--- src/rtl/dm_arbiter.sv ---
// -----------------------------------------------------------------------------
// dm_arbiter
//
// Two-requester arbiter and sequencer for the shared data memory `dm`.
// Port 0 is the CPU load/store path, port 1 a secondary master (DMA/loader).
// One request is latched into a transaction register and runs against `dm`
// for exactly one BUSY cycle. Read data returns with a one-cycle ack in ACK.
// The block then goes back to IDLE, where it arbitrates again.
//
// Parameters
//   RR        1 = round-robin on a tie, 0 = fixed priority (port 0 wins)
//
// Ports
//   clk, rst                  clock, asynchronous active-high reset
//   req0/1                    request, held until that port's ack
//   we0/1                     1 = store, 0 = load
//   addr0/1 [6:0]             word address (dm addr[8:2])
//   wdata0/1 [31:0]           store data
//   ld0/1 [2:0], sv0/1 [1:0]  load / store width codes, passed to dm
//   ack0/1                    one-cycle completion pulse
//   rdata [31:0]              load result, valid with ack, held until next ACK
//   gnt [1:0]                 one-hot owner, 00 = none
//   busy                      high in BUSY and ACK
//   m_DMWr, m_addr, m_din,
//   m_LD, m_SV                dm port, all zero outside BUSY
//   m_dout [31:0]             dm read data (combinational from m_addr/m_LD)
// -----------------------------------------------------------------------------
module dm_arbiter #(
    parameter bit RR = 1'b1
) (
    input  logic        clk,
    input  logic        rst,
    input  logic        req0,
    input  logic        req1,
    input  logic        we0,
    input  logic        we1,
    input  logic [6:0]  addr0,
    input  logic [6:0]  addr1,
    input  logic [31:0] wdata0,
    input  logic [31:0] wdata1,
    input  logic [2:0]  ld0,
    input  logic [2:0]  ld1,
    input  logic [1:0]  sv0,
    input  logic [1:0]  sv1,
    output logic        ack0,
    output logic        ack1,
    output logic [31:0] rdata,
    output logic [1:0]  gnt,
    output logic        busy,
    output logic        m_DMWr,
    output logic [6:0]  m_addr,
    output logic [31:0] m_din,
    output logic [2:0]  m_LD,
    output logic [1:0]  m_SV,
    input  logic [31:0] m_dout
);

    typedef enum logic [1:0] {
        S_IDLE = 2'd0,
        S_BUSY = 2'd1,
        S_ACK  = 2'd2
    } state_t;

    state_t      state_q, state_d;
    logic [1:0]  gnt_q,   gnt_d;
    logic        last_q,  last_d;    // 1 = port 1 was granted last
    logic        we_q,    we_d;
    logic [6:0]  addr_q,  addr_d;
    logic [31:0] wdata_q, wdata_d;
    logic [2:0]  ld_q,    ld_d;
    logic [1:0]  sv_q,    sv_d;
    logic [31:0] rdata_q, rdata_d;
    logic        win1;               // arbitration result: 1 = port 1 wins
    logic        in_busy;

    // NOTE: every signal written here gets its default first, so no path
    // through the case leaves a value unassigned and no latch is inferred.
    always_comb begin
        state_d = state_q;
        gnt_d   = gnt_q;
        last_d  = last_q;
        we_d    = we_q;
        addr_d  = addr_q;
        wdata_d = wdata_q;
        ld_d    = ld_q;
        sv_d    = sv_q;
        rdata_d = rdata_q;
        win1    = 1'b0;

        case (state_q)
            S_IDLE: begin
                if (req0 || req1) begin
                    if (req0 && req1) begin
                        win1 = RR ? ~last_q : 1'b0;
                    end else begin
                        win1 = req1;
                    end
                    gnt_d   = win1 ? 2'b10 : 2'b01;
                    last_d  = win1;
                    we_d    = win1 ? we1    : we0;
                    addr_d  = win1 ? addr1  : addr0;
                    wdata_d = win1 ? wdata1 : wdata0;
                    ld_d    = win1 ? ld1    : ld0;
                    sv_d    = win1 ? sv1    : sv0;
                    state_d = S_BUSY;
                end
            end
            S_BUSY: begin
                // Captured for stores too; the requester simply ignores it.
                rdata_d = m_dout;
                state_d = S_ACK;
            end
            S_ACK: begin
                gnt_d   = 2'b00;
                state_d = S_IDLE;
            end
            default: begin
                gnt_d   = 2'b00;
                state_d = S_IDLE;
            end
        endcase
    end

    // NOTE: state registers use non-blocking assignments so every flop
    // samples the pre-edge value of its neighbours, independent of order.
    always_ff @(posedge clk or posedge rst) begin
        if (rst) begin
            state_q <= S_IDLE;
            gnt_q   <= 2'b00;
            last_q  <= 1'b1;         // port 0 wins the first tie
            we_q    <= 1'b0;
            addr_q  <= '0;
            wdata_q <= '0;
            ld_q    <= '0;
            sv_q    <= '0;
            rdata_q <= '0;
        end else begin
            state_q <= state_d;
            gnt_q   <= gnt_d;
            last_q  <= last_d;
            we_q    <= we_d;
            addr_q  <= addr_d;
            wdata_q <= wdata_d;
            ld_q    <= ld_d;
            sv_q    <= sv_d;
            rdata_q <= rdata_d;
        end
    end

    // The dm port is gated by the registered state, so an asynchronous reset
    // during BUSY drops m_DMWr at once and no stale write can leak out.
    assign in_busy = (state_q == S_BUSY);
    assign m_DMWr  = in_busy & we_q;
    assign m_addr  = in_busy ? addr_q  : 7'd0;
    assign m_din   = in_busy ? wdata_q : 32'd0;
    assign m_LD    = in_busy ? ld_q    : 3'd0;
    assign m_SV    = in_busy ? sv_q    : 2'd0;

    assign busy  = (state_q != S_IDLE);
    assign gnt   = gnt_q;
    assign ack0  = (state_q == S_ACK) & gnt_q[0];
    assign ack1  = (state_q == S_ACK) & gnt_q[1];
    assign rdata = rdata_q;

endmodule
--- config.mk ---
export PLATFORM = sky130hd
export DESIGN_NAME = dm_arbiter
export DESIGN_NICKNAME = d
export VERILOG_FILES = /design/src/rtl/dm_arbiter.sv
export SDC_FILE = /design/constraint.sdc
export NUM_CORES = 1
export LEC_CHECK = 0
export BUFFER_PORTS_ARGS = -buffer_cell sky130_fd_sc_hd__buf_2
export CAP_MARGIN = 25
export CELL_PAD_IN_SITES_DETAIL_PLACEMENT = 0
export CELL_PAD_IN_SITES_GLOBAL_PLACEMENT = 1
export CORE_ASPECT_RATIO = 0.75
export CORE_UTILIZATION = 36
export CTS_CLUSTER_SIZE = 16
export DETAILED_ROUTE_END_ITERATION = 7
export GPL_ROUTABILITY_DRIVEN = 0
export PLACE_DENSITY = 0.95
export REMOVE_ABC_BUFFERS = 1
export SLEW_MARGIN = 20
export SYNTH_ARGS = -nofsm -noshare
export SYNTH_HDL_FRONTEND = slang
export SYNTH_SLANG_ARGS = --single-unit
--- constraint.sdc ---
create_clock -name clk -period 4.8 [get_ports clk]
set_input_delay 1.44 -clock clk [delete_from_list [all_inputs] [get_ports clk]]
set_output_delay 1.44 -clock clk [all_outputs]
set_load 0.01 [all_outputs]
==> impl_metrics.prom <==
# TYPE chip_impl_metric gauge
chip_impl_info{name="status",value="finished, final reports clean"} 1
chip_impl_metric{name="critical_path_peak_fanout",unit=""} 47
chip_impl_metric{name="worstSkewPairLatency",unit="ns"} 0.33
chip_impl_metric{name="tritoncts_num_sinks",unit=""} 82
chip_impl_metric{name="clock_skew",unit="ns"} 0.00551
chip_impl_metric{name="layout_min_cycle_time",unit="ns"} 3.28
chip_impl_metric{name="report.final.setup_viol",unit=""} 0
chip_impl_metric{name="cts.clk_slew.worst_paths",unit="ns"} 0.06
chip_impl_metric{name="final-max-slew-violation-count",unit=""} 0
chip_impl_metric{name="wire_length_of_the_first_global_routing_pass",unit="um"} 16600
chip_impl_metric{name="ys_seq_area_frac",unit=""} 0.526
chip_impl_metric{name="route.met2.wl",unit="um"} 4600
chip_impl_metric{name="syn_area_per_cell",unit="um^2"} 11.2
chip_impl_metric{name="grt_antenna_before_repair",unit=""} 0
chip_impl_metric{name="cts.repair_timing.setup_buffer_count",unit=""} 0
chip_impl_metric{name="antennaDiodeCount",unit=""} 0
chip_impl_metric{name="setup_ws_final",unit="ns"} 1.52
chip_impl_info{name="synth_area_leader_cell",value="dfrtp_1"} 1
chip_impl_metric{name="max_cap_violations",unit=""} 0
chip_impl_metric{name="power_density",unit="nW/um^2"} 652
chip_impl_metric{name="post_drt_wl_per_cell",unit="um"} 15.2
chip_impl_info{name="layout_commonest_cell",value="buf_2"} 1
chip_impl_info{name="top_layer_used",value="met4"} 1
chip_impl_metric{name="final.period_utilization",unit=""} 0.683
chip_impl_metric{name="post_cts_hold_buffer_count",unit=""} 0
chip_impl_metric{name="ios",unit=""} 208
chip_impl_metric{name="tritoncts.num_buffers",unit=""} 9
chip_impl_info{name="synth-main-ff-cell",value="dfrtp_1"} 1
chip_impl_info{name="cts_tree",value="yes"} 1
chip_impl_metric{name="drt_pass1_iterations",unit=""} 4
chip_impl_metric{name="setup_total_negative_slack",unit="ns"} 0
chip_impl_metric{name="fp-row-count",unit=""} 32
chip_impl_info{name="critical_path.startpoint_type",value="register"} 1
chip_impl_metric{name="ys_async_sr_fraction",unit=""} 1.00
chip_impl_metric{name="number_of_enable_flip_flop_cells_after_synthesis",unit=""} 0
chip_impl_metric{name="drt_drc_violations_left",unit=""} 0
chip_impl_metric{name="io_buffers",unit=""} 207
chip_impl_metric{name="slew_headroom",unit=""} 0.389
chip_impl_info{name="synthTopCellsByArea",value="dfrtp_1 52%, a221o_1 12%, mux2_1 9.2%"} 1
chip_impl_metric{name="ant_nets",unit=""} 0
chip_impl_metric{name="drt-met1-wl",unit="um"} 4680
chip_impl_metric{name="clock_tree.buffer_depth",unit=""} 2
chip_impl_metric{name="hold_viol_final",unit=""} 0
chip_impl_metric{name="transition_time_at_the_pin_with_the_least_slew_margin",unit="ns"} 0.917
chip_impl_metric{name="met3RoutedLength",unit="um"} 840
chip_impl_metric{name="cts-resized-gates",unit=""} 0
chip_impl_metric{name="core_area",unit="um^2"} 10400
chip_impl_metric{name="required",unit="ns"} 3.36
chip_impl_metric{name="yosys_warnings",unit=""} 0
chip_impl_metric{name="post-synth-top-area-fraction",unit=""} 0.519
chip_impl_metric{name="pleak",unit="uW"} 0.00267
chip_impl_metric{name="floorplan.initialDensity",unit=""} 0.375
chip_impl_metric{name="final_nets",unit=""} 662
chip_impl_info{name="clockRootBuffer",value="clkbuf_16"} 1
chip_impl_metric{name="dp_hpwl",unit="um"} 7140
chip_impl_metric{name="die_x",unit="um"} 122
chip_impl_metric{name="drive_gt1_frac",unit=""} 0.442
chip_impl_metric{name="dieHeight",unit="um"} 92.2
chip_impl_metric{name="total_wire_length_after_detailed_routing",unit="um"} 10300
chip_impl_metric{name="first_global_vias",unit=""} 3277
chip_impl_metric{name="synth_area",unit="um^2"} 3900
chip_impl_metric{name="htree_num_levels",unit=""} 3
chip_impl_metric{name="fmaxAchievable",unit="GHz"} 0.305
chip_impl_metric{name="grt_max_degree",unit=""} 49
chip_impl_info{name="worst_setup_path_end_kind",value="primary output"} 1
chip_impl_info{name="rsz0062_at_grt",value="no"} 1
chip_impl_metric{name="gr-total-overflow",unit=""} 0
chip_impl_metric{name="area_delta_synth_final",unit="%"} 34.3
chip_impl_info{name="layout_common_cells",value="207 x buf_2, 81 x dfrtp_1, 46 x nand2_1"} 1
chip_impl_metric{name="design.die.area",unit="um^2"} 11300
chip_impl_metric{name="endpoint_arrival_time_on_the_critical_path",unit="ns"} 1.84
chip_impl_metric{name="ys_seq_elements",unit=""} 82
chip_impl_metric{name="power.ir.vdd_worst",unit="mV"} 0.287
chip_impl_metric{name="detail_route.iter0.violations",unit=""} 141
chip_impl_metric{name="yosys.cell_types.count",unit=""} 25
chip_impl_metric{name="synthesis.instances",unit=""} 347
chip_impl_info{name="hp-class",value="reg2reg"} 1
chip_impl_info{name="worst-setup-path-type",value="reg2out"} 1
chip_impl_metric{name="number_of_inserted_filler_cells_in_the_final_layout",unit=""} 982
chip_impl_metric{name="gr-usage-all-layers",unit=""} 0.190
chip_impl_metric{name="dp_slack",unit="ns"} 1.45
chip_impl_metric{name="detail_route.vias_per_cell",unit=""} 5.01
chip_impl_metric{name="routed-via-count",unit=""} 3394
==> cell type report <==
class	instances	area, um^2	area share
sequential	82	2050	0.392
clock inverter	7	98.8	0.0188
multi-input combinational	227	1610	0.307
tap	136	170	0.0325
clock buffer	9	225	0.0429
timing repair buffer	211	1070	0.203
inverter	5	20.0	0.00382
==> state kept, by name, summed over array words and instances, names as in the netlist, 2 cells and up <==
register	flops
sv_q	2
addr_q	7
state_q	2
ld_q	3
wdata_q	32
gnt	2
rdata	32
==> worst max-delay path: stages, from the launching register on <==
cell,delay [ns]
dfrtp_1,0.49
nor2_2,0.12
inv_2,0.61
buf_2,0.26
==> metrics by stage <==
step	utilization	area, um^2	total power, uW	hold slack, ns	cells
final	0.504	5240	3420	0.481	677
after global routing	0.504	5240	3670	0.499	677
after CTS	0.504	5240	3460	0.485	677
after detailed placement	0.473	4920	2700	0.471	661
after global placement	0.473	4920	2640	0.461	661
after floorplan	-	3670	2110	0.472	314
==> Yosys cell counts, types with 2 or more instances <==
cell / number
and2_1: 45
buf_2: 16
nand2_1: 46
and3b_2: 2
inv_2: 3
o21ai_0: 2
buf_6: 5
a21oi_1: 2
inv_1: 2
nor3_1: 45
buf_8: 4
clkbuf_1: 5
a221o_1: 45
mux2_1: 32
buf_4: 3
dfrtp_1: 81
==> kinds of logic (layout without fill, tap and decap cells) <==
family	Yosys count	count (layout)	share of synthesized area
multiplexers	32	32	0.0923
AO/OA/AOI/OAI	51	51	0.125
AND/OR/NAND/NOR	144	144	0.191
buffers and inverters	38	232	0.0657
flip-flops	82	82	0.526
==> final timing paths <==
kind                       depth (start not counted)  slack (ns)     endpoint        from
setup reg to reg                                   4        2.99  wdata_q[21]  state_q[1]
hold reg to reg                                    1        0.48     rdata[8]    rdata[8]
min in group asynchronous                          2        1.20    rdata[31]         rst
max in group asynchronous                          3        2.61    rdata[22]         rst
hold / removal                                     1        0.48     rdata[8]    rdata[8]
setup / recovery                                   3        1.52         busy  state_q[1]
==> per-layer routing <==
layer | vias to the layer above | GRT usage
met1 | 1599 | 0.251
met3 | 17 | 0.0535
met4 | 0 | 0.0630
met5 | - | 0
li1 | 1625 | -
met2 | 153 | 0.297
==> power breakdown <==
group | total, uW | switching (uW) | internal [uW] | leakage [uW]
clock network | 750 | 289 | 460 | 0.000157
logic | 1440 | 762 | 674 | 0.00152
registers | 1230 | 189 | 1040 | 0.000989
(Power assumes the default switching activity.)
